File: src/rtl/lc2k_pkg.sv
// Shared LC2K PC-unit types, default widths and the offset sign-extension helper.
package lc2k_pkg;

  localparam int unsigned PC_W_DEF  = 16;
  localparam int unsigned OFF_W_DEF = 16;

  typedef enum logic [1:0] {
    ST_RUN   = 2'd0,
    ST_STALL = 2'd1,
    ST_HALT  = 2'd2
  } pc_state_e;

  // Sign-extends the low w bits of v to 64 bits; callers truncate to their width.
  function automatic logic [63:0] sext(input logic [63:0] v, input int unsigned w);
    logic [63:0] m;
    logic [63:0] r;
    m = (w >= 64) ? '1 : ((64'd1 << w) - 64'd1);
    r = v & m;
    if (((r >> (w - 1)) & 64'd1) != 64'd0) begin
      r = r | ~m;
    end
    return r;
  endfunction

endpackage

File: src/rtl/pc_unit_if.sv
// Fetch handshake plus redirect/stall/halt controls between the PC unit and its neighbours.
interface pc_unit_if #(
  parameter int unsigned PC_W  = lc2k_pkg::PC_W_DEF,
  parameter int unsigned OFF_W = lc2k_pkg::OFF_W_DEF
);
  logic             fetch_valid;
  logic             fetch_ready;
  logic [PC_W-1:0]  pc;
  logic [PC_W-1:0]  pc_plus_one;
  logic             beq_taken;
  logic [OFF_W-1:0] beq_offset;
  logic             jalr_en;
  logic [PC_W-1:0]  jalr_target;
  logic             stall;
  logic             halt;
  logic             halted;
  logic             redirect_pending;

  modport master (
    output fetch_valid, pc, pc_plus_one, halted, redirect_pending,
    input  fetch_ready, beq_taken, beq_offset, jalr_en, jalr_target, stall, halt
  );

  modport slave (
    input  fetch_valid, pc, pc_plus_one, halted, redirect_pending,
    output fetch_ready, beq_taken, beq_offset, jalr_en, jalr_target, stall, halt
  );
endinterface

File: src/rtl/pc_next_sel.sv
// Combinational next-state select for the PC unit: halt, redirect, deferred redirect,
// stall and sequential advance, in that priority.
module pc_next_sel
  import lc2k_pkg::*;
#(
  parameter int unsigned PC_W  = PC_W_DEF,
  parameter int unsigned OFF_W = OFF_W_DEF
) (
  input  pc_state_e        i_state,
  input  logic             i_fetch_valid,
  input  logic             i_fetch_ready,
  input  logic             i_halt,
  input  logic             i_stall,
  input  logic             i_beq_taken,
  input  logic [OFF_W-1:0] i_beq_offset,
  input  logic             i_jalr_en,
  input  logic [PC_W-1:0]  i_jalr_target,
  input  logic [PC_W-1:0]  i_pc,
  input  logic [PC_W-1:0]  i_pc_plus_one,
  input  logic             i_pend,
  input  logic [PC_W-1:0]  i_pend_target,
  output pc_state_e        o_state,
  output logic [PC_W-1:0]  o_pc,
  output logic             o_pend,
  output logic [PC_W-1:0]  o_pend_target
);

  logic            w_redir;
  logic            w_accept;
  logic [PC_W-1:0] w_beq_target;
  logic [PC_W-1:0] w_target;

  assign w_redir      = i_jalr_en || i_beq_taken;
  assign w_accept     = i_fetch_valid && i_fetch_ready;
  assign w_beq_target = i_pc_plus_one + PC_W'(sext(64'(i_beq_offset), OFF_W));
  assign w_target     = i_jalr_en ? i_jalr_target : w_beq_target;

  always_comb begin
    o_state       = i_state;
    o_pc          = i_pc;
    o_pend        = i_pend;
    o_pend_target = i_pend_target;
    if (i_state == ST_HALT) begin
      o_state = ST_HALT;
    end else if (i_halt) begin
      o_state = ST_HALT;
      o_pend  = 1'b0;
    end else begin
      o_state = i_stall ? ST_STALL : ST_RUN;
      // An unaccepted fetch must keep pc stable, so the redirect is parked instead.
      if (w_redir && (i_state == ST_RUN) && i_fetch_valid && !i_fetch_ready) begin
        o_pend        = 1'b1;
        o_pend_target = w_target;
      end else if (w_redir) begin
        o_pc   = w_target;
        o_pend = 1'b0;
      end else if (i_pend && (w_accept || (i_state != ST_RUN))) begin
        o_pc   = i_pend_target;
        o_pend = 1'b0;
      end else if (!i_stall && w_accept) begin
        o_pc = i_pc_plus_one;
      end
    end
  end

endmodule

File: src/rtl/pc_unit.sv
// LC2K program-counter unit: PC register, run/stall/halt state and fetch handshake.
module pc_unit
  import lc2k_pkg::*;
#(
  parameter int unsigned     PC_W     = PC_W_DEF,
  parameter int unsigned     OFF_W    = OFF_W_DEF,
  parameter logic [PC_W-1:0] RESET_PC = '0
) (
  input  logic       clk,
  input  logic       rst_n,
  pc_unit_if.master  bus
);

  pc_state_e       r_state;
  pc_state_e       w_state_nxt;
  logic [PC_W-1:0] r_pc;
  logic [PC_W-1:0] w_pc_nxt;
  logic [PC_W-1:0] w_pc_plus_one;
  logic            r_pend;
  logic            w_pend_nxt;
  logic [PC_W-1:0] r_pend_target;
  logic [PC_W-1:0] w_pend_target_nxt;
  logic            r_started;
  logic            w_fetch_valid;

  // r_started keeps fetch_valid low until the first edge after reset release.
  assign w_fetch_valid = r_started && (r_state == ST_RUN);
  assign w_pc_plus_one = r_pc + PC_W'(1);

  assign bus.fetch_valid      = w_fetch_valid;
  assign bus.pc               = r_pc;
  assign bus.pc_plus_one      = w_pc_plus_one;
  assign bus.halted           = (r_state == ST_HALT);
  assign bus.redirect_pending = r_pend;

  pc_next_sel #(
    .PC_W  (PC_W),
    .OFF_W (OFF_W)
  ) u_next_sel (
    .i_state       (r_state),
    .i_fetch_valid (w_fetch_valid),
    .i_fetch_ready (bus.fetch_ready),
    .i_halt        (bus.halt),
    .i_stall       (bus.stall),
    .i_beq_taken   (bus.beq_taken),
    .i_beq_offset  (bus.beq_offset),
    .i_jalr_en     (bus.jalr_en),
    .i_jalr_target (bus.jalr_target),
    .i_pc          (r_pc),
    .i_pc_plus_one (w_pc_plus_one),
    .i_pend        (r_pend),
    .i_pend_target (r_pend_target),
    .o_state       (w_state_nxt),
    .o_pc          (w_pc_nxt),
    .o_pend        (w_pend_nxt),
    .o_pend_target (w_pend_target_nxt)
  );

  always_ff @(posedge clk or negedge rst_n) begin
    if (!rst_n) begin
      r_state       <= ST_RUN;
      r_pc          <= RESET_PC;
      r_pend        <= 1'b0;
      r_pend_target <= '0;
      r_started     <= 1'b0;
    end else begin
      r_state       <= w_state_nxt;
      r_pc          <= w_pc_nxt;
      r_pend        <= w_pend_nxt;
      r_pend_target <= w_pend_target_nxt;
      r_started     <= 1'b1;
    end
  end

endmodule

File: src/flat_wrapper.sv
// flat-port wrapper written by rule: the top's interface ports become plain ports
module pc_unit_flat import lc2k_pkg::*;
#(
  parameter int unsigned     PC_W     = PC_W_DEF,
  parameter int unsigned     OFF_W    = OFF_W_DEF,
  parameter logic [PC_W-1:0] RESET_PC = '0
)
  (clk, rst_n, bus_fetch_valid, bus_pc, bus_pc_plus_one, bus_halted, bus_redirect_pending, bus_fetch_ready, bus_beq_taken, bus_beq_offset, bus_jalr_en, bus_jalr_target, bus_stall, bus_halt);
  pc_unit_if #(.PC_W(PC_W), .OFF_W(OFF_W)) bus_i ();
  input  logic clk;
  input  logic rst_n;
  output wire logic [$bits(bus_i.fetch_valid)-1:0] bus_fetch_valid;
  output wire logic [$bits(bus_i.pc)-1:0] bus_pc;
  output wire logic [$bits(bus_i.pc_plus_one)-1:0] bus_pc_plus_one;
  output wire logic [$bits(bus_i.halted)-1:0] bus_halted;
  output wire logic [$bits(bus_i.redirect_pending)-1:0] bus_redirect_pending;
  input wire logic [$bits(bus_i.fetch_ready)-1:0] bus_fetch_ready;
  input wire logic [$bits(bus_i.beq_taken)-1:0] bus_beq_taken;
  input wire logic [$bits(bus_i.beq_offset)-1:0] bus_beq_offset;
  input wire logic [$bits(bus_i.jalr_en)-1:0] bus_jalr_en;
  input wire logic [$bits(bus_i.jalr_target)-1:0] bus_jalr_target;
  input wire logic [$bits(bus_i.stall)-1:0] bus_stall;
  input wire logic [$bits(bus_i.halt)-1:0] bus_halt;
  assign bus_fetch_valid = bus_i.fetch_valid;
  assign bus_pc = bus_i.pc;
  assign bus_pc_plus_one = bus_i.pc_plus_one;
  assign bus_halted = bus_i.halted;
  assign bus_redirect_pending = bus_i.redirect_pending;
  assign bus_i.fetch_ready = bus_fetch_ready;
  assign bus_i.beq_taken = bus_beq_taken;
  assign bus_i.beq_offset = bus_beq_offset;
  assign bus_i.jalr_en = bus_jalr_en;
  assign bus_i.jalr_target = bus_jalr_target;
  assign bus_i.stall = bus_stall;
  assign bus_i.halt = bus_halt;
  pc_unit #(.PC_W(PC_W), .OFF_W(OFF_W), .RESET_PC(RESET_PC)) u_core (.clk(clk), .rst_n(rst_n), .bus(bus_i));
endmodule
File: config.mk
export PLATFORM = sky130hd
export DESIGN_NAME = pc_unit_flat
export DESIGN_NICKNAME = d
export VERILOG_FILES = /design/src/rtl/lc2k_pkg.sv /design/src/rtl/pc_unit_if.sv /design/src/rtl/pc_next_sel.sv /design/src/rtl/pc_unit.sv /design/src/flat_wrapper.sv
export SDC_FILE = /design/constraint.sdc
export NUM_CORES = 1
export LEC_CHECK = 0
export BUFFER_PORTS_ARGS = -buffer_cell sky130_fd_sc_hd__buf_4
export CORE_AREA = 4 4 84 86
export DETAILED_ROUTE_END_ITERATION = 10
export DIE_AREA = 0 0 88 90
export GPL_TIMING_DRIVEN = 1
export HOLD_SLACK_MARGIN = 0.15
export PLACE_DENSITY = 0.83
export SLEW_MARGIN = 20
export SYNTH_ARGS = -nofsm -noshare
export SYNTH_HDL_FRONTEND = slang
export SYNTH_SLANG_ARGS = --single-unit
File: constraint.sdc
create_clock -name clk -period 2.5 [get_ports clk]
set_input_delay 0.5 -clock clk [delete_from_list [all_inputs] [get_ports clk]]
set_output_delay 0.5 -clock clk [all_outputs]
set_load 0.02 [all_outputs]
After elaboration in Yosys (flattened, before gate mapping) --
Cells that the tools add are included. W data, S select, Z words.
Word-level totals: register bits 36
Operators by class: add/subtract/negate cells 2, equality and inequality tests 1, muxes and demuxes 12, bitwise operators 3, reductions and logical operators 18
Operators with widths (number):
- $mux W16 | 5
- $add A16 B1 Y16 const B | 1
- $add A16 B16 Y16 | 1
- $logic_and A1 B1 Y1 | 7
- $mux W1 | 5
- $mux W2 | 2
- $reduce_and A4 Y1 | 1
- $reduce_bool A4 Y1 | 1
- $not A1 Y1 | 3
- $reduce_and A3 Y1 | 1
- $reduce_bool A3 Y1 | 1
- $eq A2 B2 Y1 const B | 1
- $logic_not A1 Y1 | 2
- $logic_not A2 Y1 | 1
- $logic_or A1 B1 Y1 | 2
- $reduce_and A2 Y1 | 1
- $reduce_bool A2 Y1 | 1

Longest topological paths before layout --
depth in word-level cells 9, depth in mapped cells 11, mapped depth without buffers 11

Hierarchy --
Synthesis repeated with hierarchy kept, for this count alone.
Unflattened totals: cell total of the unflattened synthesis 391, area total of the unflattened synthesis 3188.1 µm²
Modules (own cells, without submodules):
- pc_next_sel | instances 1, cells an instance 310, area an instance 1990.7 µm², sequential area each 0.0 µm²
- pc_unit | instances 1, cells an instance 81, area an instance 1197.4 µm², sequential area each 900.9 µm²

Least setup slack after synthesis --
OpenSTA, ideal clock, no wires.
path type reg-to-reg, start point register u_core.r_pc[0] (netlist: u_core.bus.pc[0]), end point register u_core.r_pend_target[15], setup time 0.140 ns, arrival time 2.932 ns, required time 2.360 ns, path slack -0.572 ns, cell stages (with the launch flop) 12, buffers on the path 0, clock period less this slack 3.072 ns, cells stage by stage dfrtp_1 -> ha_1 -> nand3_1 -> nor4_1 -> xor2_1 -> ha_1 -> a21oi_1 -> nor2_1 -> a211oi_1 -> a31oi_1 -> xor2_1 -> o221ai_1
On the way: longest elaborated chain between the ends 3
Ends and longest elaborated chain:
- start: declaration | line pc_unit.sv:16 | logic [PC_W-1:0] r_pc;
- start signal: assignment | line pc_unit.sv:68 | r_pc <= w_pc_nxt;
- $add A16 B1 Y16 | line pc_unit.sv:28 | assign w_pc_plus_one = r_pc + PC_W'(1);
- net bus_pc_plus_one[12] | line flat_wrapper.sv:14 | output wire logic [$bits(bus_i.pc_plus_one)-1:0] bus_pc_plus_one;
- $add A16 B16 Y16 | line pc_next_sel.sv:35 | assign w_beq_target = i_pc_plus_one + PC_W'(sext(64'(i_beq_offset), OFF_W));
- $mux W16 | line pc_next_sel.sv:36 | assign w_target = i_jalr_en ? i_jalr_target : w_beq_target;
- end signal: assignment | line pc_unit.sv:70 | r_pend_target <= w_pend_target_nxt;
- end: declaration | line pc_unit.sv:21 | logic [PC_W-1:0] r_pend_target;
The timed path passes the listed nets, and every way through them passes these cells. A chain may end at the register's enable or synchronous reset.

Worst setup path in the final report --
start point register u_core.r_pc[0] (netlist: u_core.bus.pc[0]), end point register u_core.r_pc[13] (netlist: u_core.bus.pc[13])
On the way: longest elaborated chain between the ends 4
Ends and longest elaborated chain:
- $add A16 B1 Y16 (*) | line pc_unit.sv:28
- $add A16 B16 Y16 / $mux W16 (equally long branches) | line pc_next_sel.sv:35, pc_next_sel.sv:60
- $mux W16 (on tied branches) | line pc_next_sel.sv:36, pc_next_sel.sv:57
- $mux W16 (*) | line pc_next_sel.sv:54 | end else if (w_redir) begin
Every way passes the cells marked *; elsewhere a longest branch is shown, timed or not. The select of a mux whose other input is x is not followed.

==> metrics.cfg <==
[run_status]
status=complete, but fails checks
violations=setup timing

[logic_synthesis]
synth_cell_types=62
synth.top_cell.area_share_pct=29.57
syn-num-nets=439
synth.avg_cell_area_sq_um=8.039
synth_most_common_cell=nand2_1
synth-seq-cells=36
syn_inst=379
synthArstFlopShare_pct=100.0
ys.flop_type=dfrtp_1
synth-edff-count=0
synth-seq-area-share_pct=29.57
yosys_warnings=0
netlist_area_sq_um=3047
synth.area.top_cells=dfrtp_1 30%, ha_1 8.2%, nand2_1 7.0%, a21oi_1 4.9%, o21ai_0 4.6%
yosysTopAreaCell=dfrtp_1
synthTopCellsByCount=57 x nand2_1, 36 x dfrtp_1, 33 x nor2_1, 30 x a21oi_1, 28 x o21ai_0

[sta]
fin_skew_ps=21.53
fmax_ghz=0.3552
fin_tns_setup_ps=-2664
grt_setup_unrepaired=true
drv_slew=0
slew_headroom_pct=62.40
worst_slew_pin_slew_ps=563.9
min_period_ps=2816
finalCritPeriodShare_pct=112.6
finalSetupViolations=17
setup_ws_ps=-315.6
finalHoldViolations=0

[pwr]
power.density_nw_per_um2=905.3
share_comb_of_total_power_pct=70.1
p_seq_share_pct=17.1
power.internal_mw=2.584
leakage_nw=2.332
pwr-share-clk_pct=12.8
p_sw_mw=2.139
vdd_drop_max_v=0.001051
switching_share_pct=45.29

[flow_run]
drv_cap=0

[routing]
ant_nets=0
route.vias.total=4050
wl_mm=14.37
drcViolationCount=0
viasPerCell=6.585
dr.pass1.iters=7
dr.first_iter.drc_count=496
wl_per_cell_um=23.36

[die]
dieWidth_um=88
initial_utilization_pct=48.53
core_sq_um=6277
rows=29
ios=74
die_h_um=90
die_area_sq_um=7920

[final_layout]
nNetsFinal=597
postLayoutCellArea_sq_um=5218
drive_gt1_share_pct=52.60
diodes=0
instances_no_fill=615
syn_to_final_growth_pct=71.25

[grt]
grt_use_total_pct=32.61
grt-ovfl-total=0
antenna_found_initial=0
first_global_vias=3993
grt_max_degree=37
grt_pass1_wl_mm=20.13

[clocking]
cts_sinks=36
clockBufferDepth=2
cts_hold_buf=0
cts_made_buffers=5
cts_tree=yes
clkSlewWorstSetupHoldPaths_ps=100
worstSkewPairLatency_ps=320
ctsHtreeMaxLevel=2
root_buffer=clkbuf_8

[setup_path]
crit_type=register to register
cp-start-kind=register
crit_required_ps=2760
critPathMaxFanout=4
cp.arrival_ps=3080
critPathCaptureType=register

[placement]
dp_hpwl_mm=8.686
placed_area_sq_um=4448
dp.cells=591
port_buffers=73
globalplace.congestion=0.9368

[hold_path]
hp-class=input pin to async pin

cells in the final DEF (no fill, tap or decap), types with 10 or more instances in the layout:
cell     count
a21oi_1     18
buf_4      160
dfrtp_1     25
dfrtp_2     11
ha_4        11
inv_1       10
nand2_1     52
nor2_1      27
o21ai_0     14
o21ai_1     11
state kept, by name, summed over array words and instances, names as in the netlist:
signal	cells
u_core.bus.pc	16
u_core.r_pend_target	16
u_core.bus.redirect_pending	1
u_core.r_started	1
u_core.r_state	2
critical path: stages (launching register included):
cell,delay [ps]
dfrtp_2,440
ha_4,190
nand3_4,160
nor3_2,190
buf_4,170
xor2_4,80
ha_4,320
buf_4,130
o21a_1,140
o211ai_1,100
nand2_1,130
o31ai_4,100
or4_1,510
nand2_1,100
metal layers:
layer	wire length, um	track usage, %
met5	0	0
met4	1128	20.46
met3	1439	4.845
met2	7044	54.27
met1	4754	38.39
final timing paths:
check	from	endpoint	slack, ps	depth (start not counted)
setup / recovery	u_core.bus.pc[0]	u_core.bus.pc[13]	-320	13
hold / removal	rst_n	u_core.bus.pc[11]	140	1
setup reg to reg	u_core.bus.pc[0]	u_core.bus.pc[13]	-320	13
hold reg to reg	u_core.r_pend_target[1]	u_core.r_pend_target[1]	490	2
max in group asynchronous	rst_n	u_core.bus.pc[1]	1950	1
min in group clk	bus_stall	u_core.r_state[0]	440	3
power groups by stage:
stage                     Sequential (mW)  Combinational, mW  Clock [mW]
after floorplan                     0.930               1.22           0
final                               0.810               3.31       0.603
after detailed placement            0.799               2.49           0
after global routing                0.814               3.46       0.627
after global placement              0.790               2.41           0
after CTS                           0.793               2.78       0.589
logic make-up (layout without fill, tap and decap cells):
| logic type | count (synthesis) | after routing | share of synthesized area (%) |
|---|---|---|---|
| flops | 36 | 36 | 29.57 |
| other cells | 1 | 1 | 0.1231 |
| xor+xnor | 26 | 26 | 7.926 |
| mux | 11 | 11 | 3.696 |
| fa+ha+maj | 21 | 21 | 8.871 |
| compound gates | 118 | 118 | 24.89 |
| buf+inv | 28 | 187 | 4.189 |
| simple gates | 138 | 138 | 20.74 |
cell type report:
class,count,area [sq um]
multi-input cells,315,2748
repair buffers,168,1291
fillers,330,1060
flip-flops and latches,36,914.6
clock buffers,7,96.34
well taps,77,96.34
inverters,11,41.29
clock inverters,1,30.03
repair_timing:
action                     in CTS  in global routing
gates resized for setup        46                 58
pin swaps                      23                 27
buffers inserted                9                  8
setup endpoints to repair      16                 22
metrics by stage:
stage	hold slack [ps]	power, mW	worst slack (ps)	util, %
2_1_floorplan	204.4	2.150	-184.6	-
3_3_place_gp	460.9	3.203	-202.2	70.86
3_5_place_dp	472.6	3.293	-326.2	70.86
4_1_cts	162.7	4.163	-131.6	77.76
5_1_grt	192.2	4.897	-427.9	83.12
6_report	141.8	4.723	-315.6	83.12
Note: power is estimated with default switching activity, not from simulation.
